--- src/rtl/bt_cmd_seq_if.sv ---
// Sequencer <-> command table / UART sender bundle: table lookup plus cmd_start/cmd_len/send/resp_rcvd handshake.
// master = sequencer side, slave = table + sender side.
interface bt_cmd_seq_if #(
  parameter int NUM_CMDS = 4
);
  localparam int IW = $clog2(NUM_CMDS);

  logic [IW-1:0] tbl_idx;
  logic [4:0]    tbl_start;
  logic [3:0]    tbl_len;
  logic [4:0]    cmd_start;
  logic [3:0]    cmd_len;
  logic          send;
  logic          resp_rcvd;

  modport master (
    output tbl_idx, cmd_start, cmd_len, send,
    input  tbl_start, tbl_len, resp_rcvd
  );

  modport slave (
    input  tbl_idx, cmd_start, cmd_len, send,
    output tbl_start, tbl_len, resp_rcvd
  );
endinterface

--- src/rtl/bt_cmd_seq.sv ---
// Walks a command table through the UART sender with a response timeout and inter-command gap; send 2 cycles after start.
// No backpressure beyond the sender's resp_rcvd strobe; `BT_SEQ_RETRY_EN enables per-command re-send on timeout.
module bt_cmd_seq #(
  parameter int NUM_CMDS       = 4,
  parameter int TIMEOUT_CYCLES = 2_500_000,
  parameter int GAP_CYCLES     = 50_000,
  parameter int MAX_RETRY      = 3
) (
  input  logic             clk,
  input  logic             rst_n,
  input  logic             start,
  bt_cmd_seq_if.master     bus,
  output logic             busy,
  output logic             done,
  output logic             err
);
  localparam int IW = $clog2(NUM_CMDS);
  localparam int TW = $clog2(TIMEOUT_CYCLES);
  localparam int GW = $clog2(GAP_CYCLES + 1);
  localparam logic [IW-1:0] LAST_IDX = IW'(NUM_CMDS - 1);
  localparam logic [TW-1:0] TMO_LAST = TW'(TIMEOUT_CYCLES - 1);
  localparam logic [GW-1:0] GAP_LAST = GW'(GAP_CYCLES - 1);

  if (NUM_CMDS < 2 || TIMEOUT_CYCLES < 2 || GAP_CYCLES < 1 || MAX_RETRY < 0) begin : g_param_check
    $error("bt_cmd_seq: parameter out of range");
  end

  typedef enum logic [2:0] {S_IDLE, S_LOAD, S_SEND, S_WAIT, S_GAP, S_DONE, S_ERR} state_t;

  state_t        state_q, state_d;
  logic [IW-1:0] idx_q;
  logic [TW-1:0] timer_q;
  logic [GW-1:0] gap_q;
  logic [4:0]    cmd_start_q;
  logic [3:0]    cmd_len_q;
  logic          done_q, err_q;
  logic          accept, resp_hit, timeout, is_last, retry_ok;
  logic          send_c, busy_c;

  assign accept   = start && (state_q inside {S_IDLE, S_DONE, S_ERR});
  assign resp_hit = (state_q == S_WAIT) && bus.resp_rcvd;
  // A response arriving on the timeout cycle takes priority.
  assign timeout  = (state_q == S_WAIT) && !bus.resp_rcvd && (timer_q == TMO_LAST);
  assign is_last  = (idx_q == LAST_IDX);

`ifdef BT_SEQ_RETRY_EN
  localparam int RW = (MAX_RETRY > 0) ? $clog2(MAX_RETRY + 1) : 1;
  logic [RW-1:0] retry_q;

  assign retry_ok = (retry_q != RW'(MAX_RETRY));

  always_ff @(posedge clk or negedge rst_n) begin
    if (!rst_n)                    retry_q <= '0;
    else if (accept || resp_hit)   retry_q <= '0;
    else if (timeout && retry_ok)  retry_q <= retry_q + 1'b1;
  end
`else
  assign retry_ok = 1'b0;
`endif

  always_ff @(posedge clk or negedge rst_n) begin
    if (!rst_n) state_q <= S_IDLE;
    else        state_q <= state_d;
  end

  always_comb begin
    state_d = state_q;
    case (state_q)
      S_IDLE, S_DONE, S_ERR: if (accept) state_d = S_LOAD;
      S_LOAD:                state_d = S_SEND;
      S_SEND:                state_d = S_WAIT;
      S_WAIT: begin
        if (resp_hit)     state_d = is_last ? S_DONE : S_GAP;
        else if (timeout) state_d = retry_ok ? S_GAP : S_ERR;
      end
      S_GAP:                 if (gap_q == GAP_LAST) state_d = S_LOAD;
      default:               state_d = S_IDLE;
    endcase
  end

  always_comb begin
    send_c = (state_q == S_SEND);
    busy_c = (state_q inside {S_LOAD, S_SEND, S_WAIT, S_GAP});
  end

  always_ff @(posedge clk or negedge rst_n) begin
    if (!rst_n) begin
      idx_q       <= '0;
      timer_q     <= '0;
      gap_q       <= '0;
      cmd_start_q <= '0;
      cmd_len_q   <= '0;
      done_q      <= 1'b0;
      err_q       <= 1'b0;
    end else begin
      if (accept) begin
        idx_q  <= '0;
        done_q <= 1'b0;
        err_q  <= 1'b0;
      end
      if (state_q == S_LOAD) begin
        cmd_start_q <= bus.tbl_start;
        cmd_len_q   <= bus.tbl_len;
      end
      if (state_q == S_SEND) timer_q <= '0;
      if (state_q == S_WAIT) begin
        timer_q <= timer_q + 1'b1;
        gap_q   <= '0;
      end
      if (state_q == S_GAP) gap_q <= gap_q + 1'b1;
      if (resp_hit) begin
        if (is_last) done_q <= 1'b1;
        else         idx_q  <= idx_q + 1'b1;
      end
      if (timeout && !retry_ok) err_q <= 1'b1;
    end
  end

  assign bus.tbl_idx   = idx_q;
  assign bus.cmd_start = cmd_start_q;
  assign bus.cmd_len   = cmd_len_q;
  assign bus.send      = send_c;
  assign busy          = busy_c;
  assign done          = done_q;
  assign err           = err_q;
endmodule

--- src/flat_wrapper.sv ---
// flat-port wrapper written by rule: the top's interface ports become plain ports
module bt_cmd_seq_flat 
#(
  parameter int NUM_CMDS       = 4,
  parameter int TIMEOUT_CYCLES = 2_500_000,
  parameter int GAP_CYCLES     = 50_000,
  parameter int MAX_RETRY      = 3
)
  (clk, rst_n, start, busy, done, err, bus_tbl_idx, bus_cmd_start, bus_cmd_len, bus_send, bus_tbl_start, bus_tbl_len, bus_resp_rcvd);
  bt_cmd_seq_if #(.NUM_CMDS(NUM_CMDS)) bus_i ();
  input  logic clk;
  input  logic rst_n;
  input  logic start;
  output logic busy;
  output logic done;
  output logic err;
  output wire logic [$bits(bus_i.tbl_idx)-1:0] bus_tbl_idx;
  output wire logic [$bits(bus_i.cmd_start)-1:0] bus_cmd_start;
  output wire logic [$bits(bus_i.cmd_len)-1:0] bus_cmd_len;
  output wire logic [$bits(bus_i.send)-1:0] bus_send;
  input wire logic [$bits(bus_i.tbl_start)-1:0] bus_tbl_start;
  input wire logic [$bits(bus_i.tbl_len)-1:0] bus_tbl_len;
  input wire logic [$bits(bus_i.resp_rcvd)-1:0] bus_resp_rcvd;
  assign bus_tbl_idx = bus_i.tbl_idx;
  assign bus_cmd_start = bus_i.cmd_start;
  assign bus_cmd_len = bus_i.cmd_len;
  assign bus_send = bus_i.send;
  assign bus_i.tbl_start = bus_tbl_start;
  assign bus_i.tbl_len = bus_tbl_len;
  assign bus_i.resp_rcvd = bus_resp_rcvd;
  bt_cmd_seq #(.NUM_CMDS(NUM_CMDS), .TIMEOUT_CYCLES(TIMEOUT_CYCLES), .GAP_CYCLES(GAP_CYCLES), .MAX_RETRY(MAX_RETRY)) u_core (.clk(clk), .rst_n(rst_n), .start(start), .bus(bus_i), .busy(busy), .done(done), .err(err));
endmodule
--- config.mk ---
export PLATFORM = sky130hd
export DESIGN_NAME = bt_cmd_seq_flat
export DESIGN_NICKNAME = d
export VERILOG_FILES = /design/src/rtl/bt_cmd_seq_if.sv /design/src/rtl/bt_cmd_seq.sv /design/src/flat_wrapper.sv
export SDC_FILE = /design/constraint.sdc
export NUM_CORES = 1
export LEC_CHECK = 0
export CAP_MARGIN = 20
export CORE_UTILIZATION = 30
export CTS_BUF_LIST = sky130_fd_sc_hd__clkbuf_16
export DETAILED_ROUTE_END_ITERATION = 10
export GPL_TIMING_DRIVEN = 1
export PLACE_DENSITY = 0.49
export SLEW_MARGIN = 20
export SYNTH_ARGS = -nofsm -noshare
export SYNTH_HDL_FRONTEND = slang
export SYNTH_SLANG_ARGS = --single-unit
--- constraint.sdc ---
create_clock -name clk -period 4.2 [get_ports clk]
set_input_delay 0.63 -clock clk [delete_from_list [all_inputs] [get_ports clk]]
set_output_delay 0.63 -clock clk [all_outputs]
set_load 0.05 [all_outputs]
---- Word-level counts from Yosys, hierarchy flattened ----
Index checks and enable logic that the tools add are counted.
word-level totals
  bits in registers ....................... 54
  latch bits .............................. 0
  memory bits (writable) .................. 0
  bits in read-only memories .............. 0
  input bits .............................. 13
  output and inout port bits .............. 15
  logic and storage cells ................. 54
  memories ................................ 0
operators by class
  add/subtract/negate cells ............... 3
  multipliers ............................. 0
  divide/modulo/power cells ............... 0
  $lt $le $gt $ge ......................... 0
  eq/ne operators ......................... 12
  shift operators ......................... 0
  muxes and demuxes ....................... 18
  bitwise operators ....................... 0
  reduce and logical (&&, ||, !) cells .... 13
operators with widths
  cell                                                   number
  two-way mux 22 bit                                     2
  two-way mux 16 bit                                     2
  adder 22 x 1 -> 22 bit, second input constant          1
  == test 22 bit, second input constant                  1
  adder 16 x 1 -> 16 bit, second input constant          1
  == test 16 bit, second input constant                  1
  case mux 3 bit (5 select lines)                        1
  two-way mux 3 bit                                      4
  == test 3 bit, second input constant                   3
  == test 3 x 2 -> 1 bit, second input constant          2
  two-way mux 1 bit                                      6
  two-way mux 2 bit                                      3
  nonzero test 2 bit                                     3
  logical AND 1 bit                                      4
  inequality test 2 x 1 -> 1 bit, second input constant  2
  nonzero test 4 bit                                     1
  == test 3 x 1 -> 1 bit, second input constant          1
  zero test 3 bit                                        1
  inequality test 3 x 1 -> 1 bit, second input constant  1
  AND reduction 3 bit                                    1
  nonzero test 3 bit                                     1
  OR reduction 3 bit                                     1
  adder 2 x 1 -> 2 bit, second input constant            1
  == test 2 bit, second input constant                   1
  zero test 1 bit                                        1

---- Depth between registers and ports, before layout ----
Gate-level depths: netlist of the first run.
  depth in word-level cells ............... 6
  depth in mapped cells ................... 6
  gate-level depth less buffers ........... 5

---- Least setup slack after synthesis of the first run ----
OpenSTA, ideal clock, no wires.
  path type ............................... register to output
  from .................................... reg u_core.state_q[0]
  to ...................................... out busy
  data arrival time ....................... 1615 ps
  data required time ...................... 3570 ps
  setup slack ............................. 1955 ps
  stages on the path, launching flop included .. 5
  buffers on the path ..................... 2
  path through ............................ dfrtp_1 -> buf_6 -> clkbuf_1 -> nor2_1 -> xnor2_1
between the ends
  cells in the longest elaborated chain, start to end .. 2
  elaborated cells on any way between the ends .. 5
  classes of those cells .................. eq/ne (4); reduce/logical (1)
ends and longest elaborated chain
  element                                         RTL line            text
  start, declared                                 bt_cmd_seq.sv:30    state_t state_q, state_d;
  start signal, assigned                          bt_cmd_seq.sv:63    else state_q <= state_d;
  == test 3 x 1 -> 1 bit (tied with other cells)  bt_cmd_seq.sv:83    busy_c = (state_q inside {S_LOAD, S_SEND, S_WAIT, S_GAP});
  nonzero test 4 bit *                            bt_cmd_seq.sv:83
  end, declared                                   flat_wrapper.sv:14  output logic busy;
Every way passes the cells marked *; elsewhere a longest branch is shown, timed or not.

---- Final worst setup path of the first run ----
Ends and elaborated chain as after synthesis.

==> results.ini, run 1 <==
[outcome]
status=finished, final reports clean

[setup_path]
rr_startpoint=u_core.state_q[0]$_DFFE_PN0P_
cp_max_fo=27
worst-setup-path-type=reg2out
r2r_end=u_core.bus.cmd_start[3]$_DFFE_PN0P_
required_ns=3.57
ff2ff_path_depth=3
endpoint_kind=output pin
arrival_ns=2.44
reg2reg_slack_ns=1.54
startpoint_type=flop

[worst_hold_path]
hold_class=in2async

[sta]
fin_crit_ns=3.07
fin_worst_skew_ns=0.00413
fin_crit_sh_pct=73.0
fin_tns_setup_ns=0
fmax_mhz=326
setup_viol=0
slew_viol_final=0
holdWs_ns=0.257
rsz0062_at_grt=no
worstMarginPinSlew_ns=0.908
slew_headroom_pct=39.5
final.setup.worst_slack_ns=1.13
final-hold-violation-count=0

[clock_tree]
insertion_delay_ns=0.29
cts_buffers=5
post-cts-setup-buffers=0
cts_hold_buf=0
cts-resized-gates=0
ctsHtreeMaxLevel=2
cts-root-buf=clkbuf_16
cts_tree=yes
clock_path_buffers=2
clkSinkCount=54
path_clk_slew_ns=0.07

[cells_and_area]
seq_area_sq_um=1350
area_growth_pct=17.7
drive_gt1_share_pct=7.55
fin_nets=346
multiInputGateArea_sq_um=1480
antenna_cells=0
final_core_util_pct=37.1
nFillCells=989

[pwr]
power_frac_clock_pct=23.1
p_seq_share_pct=35.6
p_total_w=0.00210
p_int_w=0.00120
power.density_nw_per_um2=604
ir_worst_vdd_v=0.000451
combPwrFrac_pct=41.3
power.net_switching_w=0.000898
p_leak_nw=1.41
netSwitchingFraction_pct=42.8

[yosys]
synth_fa_ha_area_share_pct=1.27
synth_top_family_by_area=simple AND/OR/NAND/NOR gates
yosysSeqAreaShare_pct=45.8
synth_cells=311
ys.warnings.count=0
synth_commonest_cells=54 x dfrtp_1, 37 x nand2_1, 25 x o21ai_0
ys_ff_latch=54
synthesis.nets=327
synth_top_area_share_pct=45.8
synth.most_common_cell=dfrtp_1
synth_mux_area_share_pct=8.18
synth_compound_area_share_pct=13.7
synth.avg_cell_area_sq_um=9.49
yosys.area_share.simple_pct=26.3
synth_flop_cell=dfrtp_1
syn-cell-area_sq_um=2950
synth_xor_xnor_area_share_pct=0.593
async_flop_share_pct=100
ys_top_cells_by_area=dfrtp_1 46%, mux2i_1 4.7%, nand2_1 4.7%
synth_top_cell_by_area=dfrtp_1
ys_types=52
synth_edf_count=0

[die]
row_count=35
dieArea_sq_um=10200
die_h_microns=101
initial_core_util_pct=31.5
io_pins=28
die_x_microns=101
core_area_sq_um=9370

[place]
pre_cts_ws_ns=1.46
place_congestion=0.778
dp_hpwl_microns=4630
portBuffers=27

[grt]
grt_max_degree=38
grt_pass1_vias=2372
antenna_found_initial=0
overflow=0
grt_use_total_pct=14.4
grt_pass1_wl_microns=11600

[route]
detail_route.iter0.violations=89
drt-total-wl_microns=6680
drcViolationCount=0
vias=2420
ant_nets=0
routedWlPerCell_microns=14.5
via_per_inst=5.26
dr.pass1.iters=4

[run]
cap_viol_max_count=0

## kinds of logic (layout without fill, tap and decap cells)
kind of cell / Yosys count / after routing
and+or+nand+nor: 141 / 141
buffers and inverters: 25 / 45
xor gates and xnor gates: 2 / 2
DFF: 54 / 54
AOI/OAI and AO/OA: 63 / 63
muxes: 23 / 23
adders and majority gates: 3 / 3
## stage by stage
| stage | cell area, sq um | std cells |
|---|---|---|
| global placement | 3300 | 452 |
| detailed placement | 3300 | 452 |
| global route | 3470 | 460 |
| finish | 3470 | 460 |
| CTS | 3470 | 460 |
| floorplan | 2950 | 311 |
## routing by layer
layer	up-vias	global-route usage, %	share of wire, %
li1	1192	-	-
met5	-	0	0
met2	51	22.2	43
met3	5	2.90	4.6
met1	1172	20.5	52
met4	0	4.01	0.97
## power by group through the flow
stage | registers (W) | logic [W] | clock network, W
CTS | 0.000749 | 0.000879 | 0.000501
floorplan | 0.000874 | 0.000506 | 0
detailed placement | 0.000759 | 0.000874 | 0
global route | 0.000768 | 0.000936 | 0.000525
global placement | 0.000756 | 0.000862 | 0
finish | 0.000748 | 0.000867 | 0.000484
## critical path: stages, from the launching register on
cell and delay [ns]:
dfrtp_1 0.94, nor2_1 0.15, xnor2_1 0.22, clkdlybuf4s50_1 0.83
## final cells by class
| class | count | area share [%] |
|---|---|---|
| clock buffers | 5 | 3.60 |
| well taps | 129 | 4.65 |
| clock inverters | 3 | 1.40 |
| multi-input cells | 232 | 42.5 |
| flip-flops and latches | 54 | 38.9 |
| inverters | 8 | 0.864 |
| repair buffers | 29 | 8.07 |
## sequential cells by signal, summed over array words and instances (netlist names)
| register | flops |
|---|---|
| u_core.bus.cmd_len | 4 |
| u_core.bus.cmd_start | 5 |
| u_core.bus.tbl_idx | 2 |
| u_core.done | 1 |
| u_core.err | 1 |
| u_core.gap_q | 16 |
| u_core.state_q | 3 |
| u_core.timer_q | 22 |
## worst max-delay path by stage
stage	from	end	depth (start not counted)
2_1_floorplan	u_core.state_q[0]$_DFFE_PN0P_	busy	4
3_3_place_gp	u_core.state_q[0]$_DFFE_PN0P_	busy	3
3_5_place_dp	u_core.state_q[0]$_DFFE_PN0P_	busy	3
4_1_cts	u_core.state_q[0]$_DFFE_PN0P_	busy	3
5_1_grt	u_core.state_q[0]$_DFFE_PN0P_	busy	3
6_report	u_core.state_q[0]$_DFFE_PN0P_	busy	3
## cells in the final DEF (no fill, tap or decap), types with 7 or more instances in the layout
master / instances
a21oi_1: 8
clkdlybuf4s50_1: 26
dfrtp_1: 54
inv_1: 8
mux2_2: 9
mux2i_1: 14
nand2_1: 37
nand3_1: 23
nand4_1: 13
nor2_1: 17
nor3_1: 12
nor4_1: 7
o21ai_0: 25
(Power assumes the default switching activity.)
==> run 2, diff against run 1 <==
--- a/config.mk
+++ b/config.mk
@@ -10,7 +10,7 @@
 export CTS_BUF_LIST = sky130_fd_sc_hd__clkbuf_16
 export DETAILED_ROUTE_END_ITERATION = 10
 export GPL_TIMING_DRIVEN = 1
-export PLACE_DENSITY = 0.49
+export PLACE_DENSITY = 0.51
 export SLEW_MARGIN = 20
 export SYNTH_ARGS = -nofsm -noshare
 export SYNTH_HDL_FRONTEND = slang
==> constraint.sdc (replaced) <==
create_clock -name clk -period 2.6 [get_ports clk]
set_input_delay 0.39 -clock clk [delete_from_list [all_inputs] [get_ports clk]]
set_output_delay 0.39 -clock clk [all_outputs]
set_load 0.05 [all_outputs]
==> run 2 against run 1 <==
Net effect: clock power grew 42%; cell count grew 0.43%; total power grew 59%; cell area is essentially flat; core utilization is essentially flat; wire length is essentially flat; register-to-register slack lost 0.92 ns; non-clock buffer count grew 2; setup slack lost 0.69 ns; combinational power grew 72%.
==> results.ini, run 2 (same netlist as run 1, synthesis figures left out) <==
[setup_path]
crit_start=u_core.state_q[2]$_DFFE_PN0P_  ; was u_core.state_q[0]$_DFFE_PN0P_
rr_startpoint=u_core.state_q[1]$_DFFE_PN0P_  ; was u_core.state_q[0]$_DFFE_PN0P_
reg2reg_slack_ns=0.62  ; was 1.54 ns
arrival_ns=1.77  ; was 2.44 ns
startpoint_type=flop  ; unchanged
required_ns=2.21  ; was 3.57 ns
critPathSlowestCell=dfrtp_1  ; unchanged
crit_chain=nand2b_1 -> buf_4 -> nor2_1 -> buf_12  ; was nor2_1 -> xnor2_1 -> clkdlybuf4s50_1
cp_max_fo=31  ; was 27
crit_path_max_incr_delay_ns=0.54  ; was 0.94 ns
worst-setup-path-type=reg2out  ; unchanged
endpoint_kind=output pin  ; unchanged

[outcome]
status=finished, final reports clean  ; unchanged

[clock_tree]
cts-root-buf=clkbuf_16  ; unchanged
cts_hold_buf=0  ; unchanged
insertion_delay_ns=0.30  ; was 0.29 ns
clkSinkCount=54  ; unchanged
ctsHtreeMaxLevel=2  ; unchanged
cts-resized-gates=0  ; unchanged
clock_path_buffers=2  ; unchanged
cts_buffers=5  ; unchanged
path_clk_slew_ns=0.08  ; was 0.07 ns
cts_tree=yes  ; unchanged
post-cts-setup-buffers=0  ; unchanged

[die]
die_x_microns=101  ; unchanged
row_count=35  ; unchanged
core_area_sq_um=9370  ; unchanged
dieArea_sq_um=10200  ; unchanged
io_pins=28  ; unchanged
die_h_microns=101  ; unchanged
initial_core_util_pct=31.5  ; unchanged

[cells_and_area]
antenna_cells=0  ; unchanged
final_cells=462  ; was 460
largest_reg_flops=22  ; unchanged
final_common_cell=dfrtp_1  ; unchanged
layout_common_cells=54 x dfrtp_1, 37 x nand2_1, 25 x o21ai_0  ; was 54 x dfrtp_1, 37 x nand2_1, 26 x clkdlybuf4s50_1
nFillCells=992  ; was 989
fin_nets=348  ; was 346
final_core_util_pct=37.0  ; was 37.1%
top_register=u_core.timer_q  ; unchanged
area_growth_pct=17.6  ; was 17.7%
drive_gt1_share_pct=8.71  ; was 7.55%

[pwr]
ir_worst_vdd_v=0.000769  ; was 0.000451 V
p_leak_nw=1.41  ; about the same
combPwrFrac_pct=44.6  ; was 41.3%
netSwitchingFraction_pct=43.9  ; was 42.8%
power.density_nw_per_um2=961  ; was 604 nW/um^2
power_frac_clock_pct=20.5  ; was 23.1%
p_int_w=0.00187  ; was 0.00120 W
p_seq_share_pct=34.9  ; was 35.6%
power.net_switching_w=0.00147  ; was 0.000898 W

[route]
dr.pass1.iters=4  ; unchanged
drcViolationCount=0  ; unchanged
ant_nets=0  ; unchanged
drt-total-wl_microns=6680  ; about the same
vias=2413  ; was 2,420
via_per_inst=5.22  ; was 5.26
routedWlPerCell_microns=14.5  ; about the same
detail_route.iter0.violations=102  ; was 89

[grt]
antenna_found_initial=0  ; unchanged
overflow=0  ; unchanged
grt_pass1_vias=2230  ; was 2,372
grt_pass1_wl_microns=11100  ; was 11,600 microns
grt_max_degree=55  ; was 38
grt_use_total_pct=13.9  ; was 14.4%

[sta]
setup_viol=0  ; unchanged
slew_headroom_pct=53.7  ; was 39.5%
worstMarginPinSlew_ns=0.695  ; was 0.908 ns
fin_tns_setup_ns=0  ; unchanged
slew_viol_final=0  ; unchanged
fmax_mhz=463
fin_crit_sh_pct=83.1
rsz0062_at_grt=no  ; unchanged
fin_crit_ns=2.16
fin_worst_skew_ns=0.00722  ; was 0.00413 ns
final-hold-violation-count=0  ; unchanged

[place]
place_congestion=0.790  ; was 0.778
dp_hpwl_microns=4540  ; was 4630 microns
portBuffers=27  ; unchanged
dp.cells=454  ; was 452

[run]
cap_viol_max_count=0  ; unchanged

[worst_hold_path]
hold_class=in2async  ; unchanged

run 2: final timing paths:
kind	to	cells past startpoint
max	bus_send	4
min	u_core.gap_q[9]$_DFFE_PN0P_	2
max reg2reg	u_core.timer_q[21]$_DFFE_PN0P_	4
min reg2reg	u_core.timer_q[21]$_DFFE_PN0P_	1
max in group asynchronous	u_core.timer_q[12]$_DFFE_PN0P_	2
min in group clk	u_core.timer_q[21]$_DFFE_PN0P_	1
run 2: power groups by stage:
| stage | logic (W) | registers [W] | clock network, W |
|---|---|---|---|
| 2_1_floorplan | 0.000818 | 0.00141 | 0 |
| 3_5_place_dp | 0.00149 | 0.00118 | 0 |
| 4_1_cts | 0.00150 | 0.00116 | 0.000714 |
| 6_report | 0.00149 | 0.00116 | 0.000686 |
| 3_3_place_gp | 0.00148 | 0.00117 | 0 |
| 5_1_grt | 0.00160 | 0.00119 | 0.000751 |
run 2: layout make-up:
cell class              instances  area (sq um)  area share, %
flip-flops and latches         54          1350           38.9
multi-input cells             232          1480           42.6
repair buffers                 31           303           8.72
inverters                       8          30.0          0.865
well taps                     129           161           4.65
clock inverters                 3          23.8          0.685
clock buffers                   5           125           3.60
run 2: metrics by stage:
stage | setup WS [ns] | power [W] | area (sq um) | hold slack (ns)
floorplan | 0.595 | 0.00223 | 2950 | 0.0944
global placement | 0.719 | 0.00266 | 3320 | 0.468
detailed placement | 0.647 | 0.00267 | 3320 | 0.471
CTS | 0.435 | 0.00337 | 3470 | 0.250
global route | 0.346 | 0.00354 | 3470 | 0.286
finish | 0.440 | 0.00334 | 3470 | 0.219
run 2: layer usage:
metal  GRT usage, %  wire length, microns
met3           2.35                   264
met1           19.6                  3510
met5              0                     0
met4           5.02                    87
met2           21.4                  2820
run 2: critical path: cells and delay by family (launching register included):
kind / cells / cell delay (ns)
buffers and inverters: 2 / 0.43
flip-flops: 1 / 0.54
AND/OR/NAND/NOR: 2 / 0.50
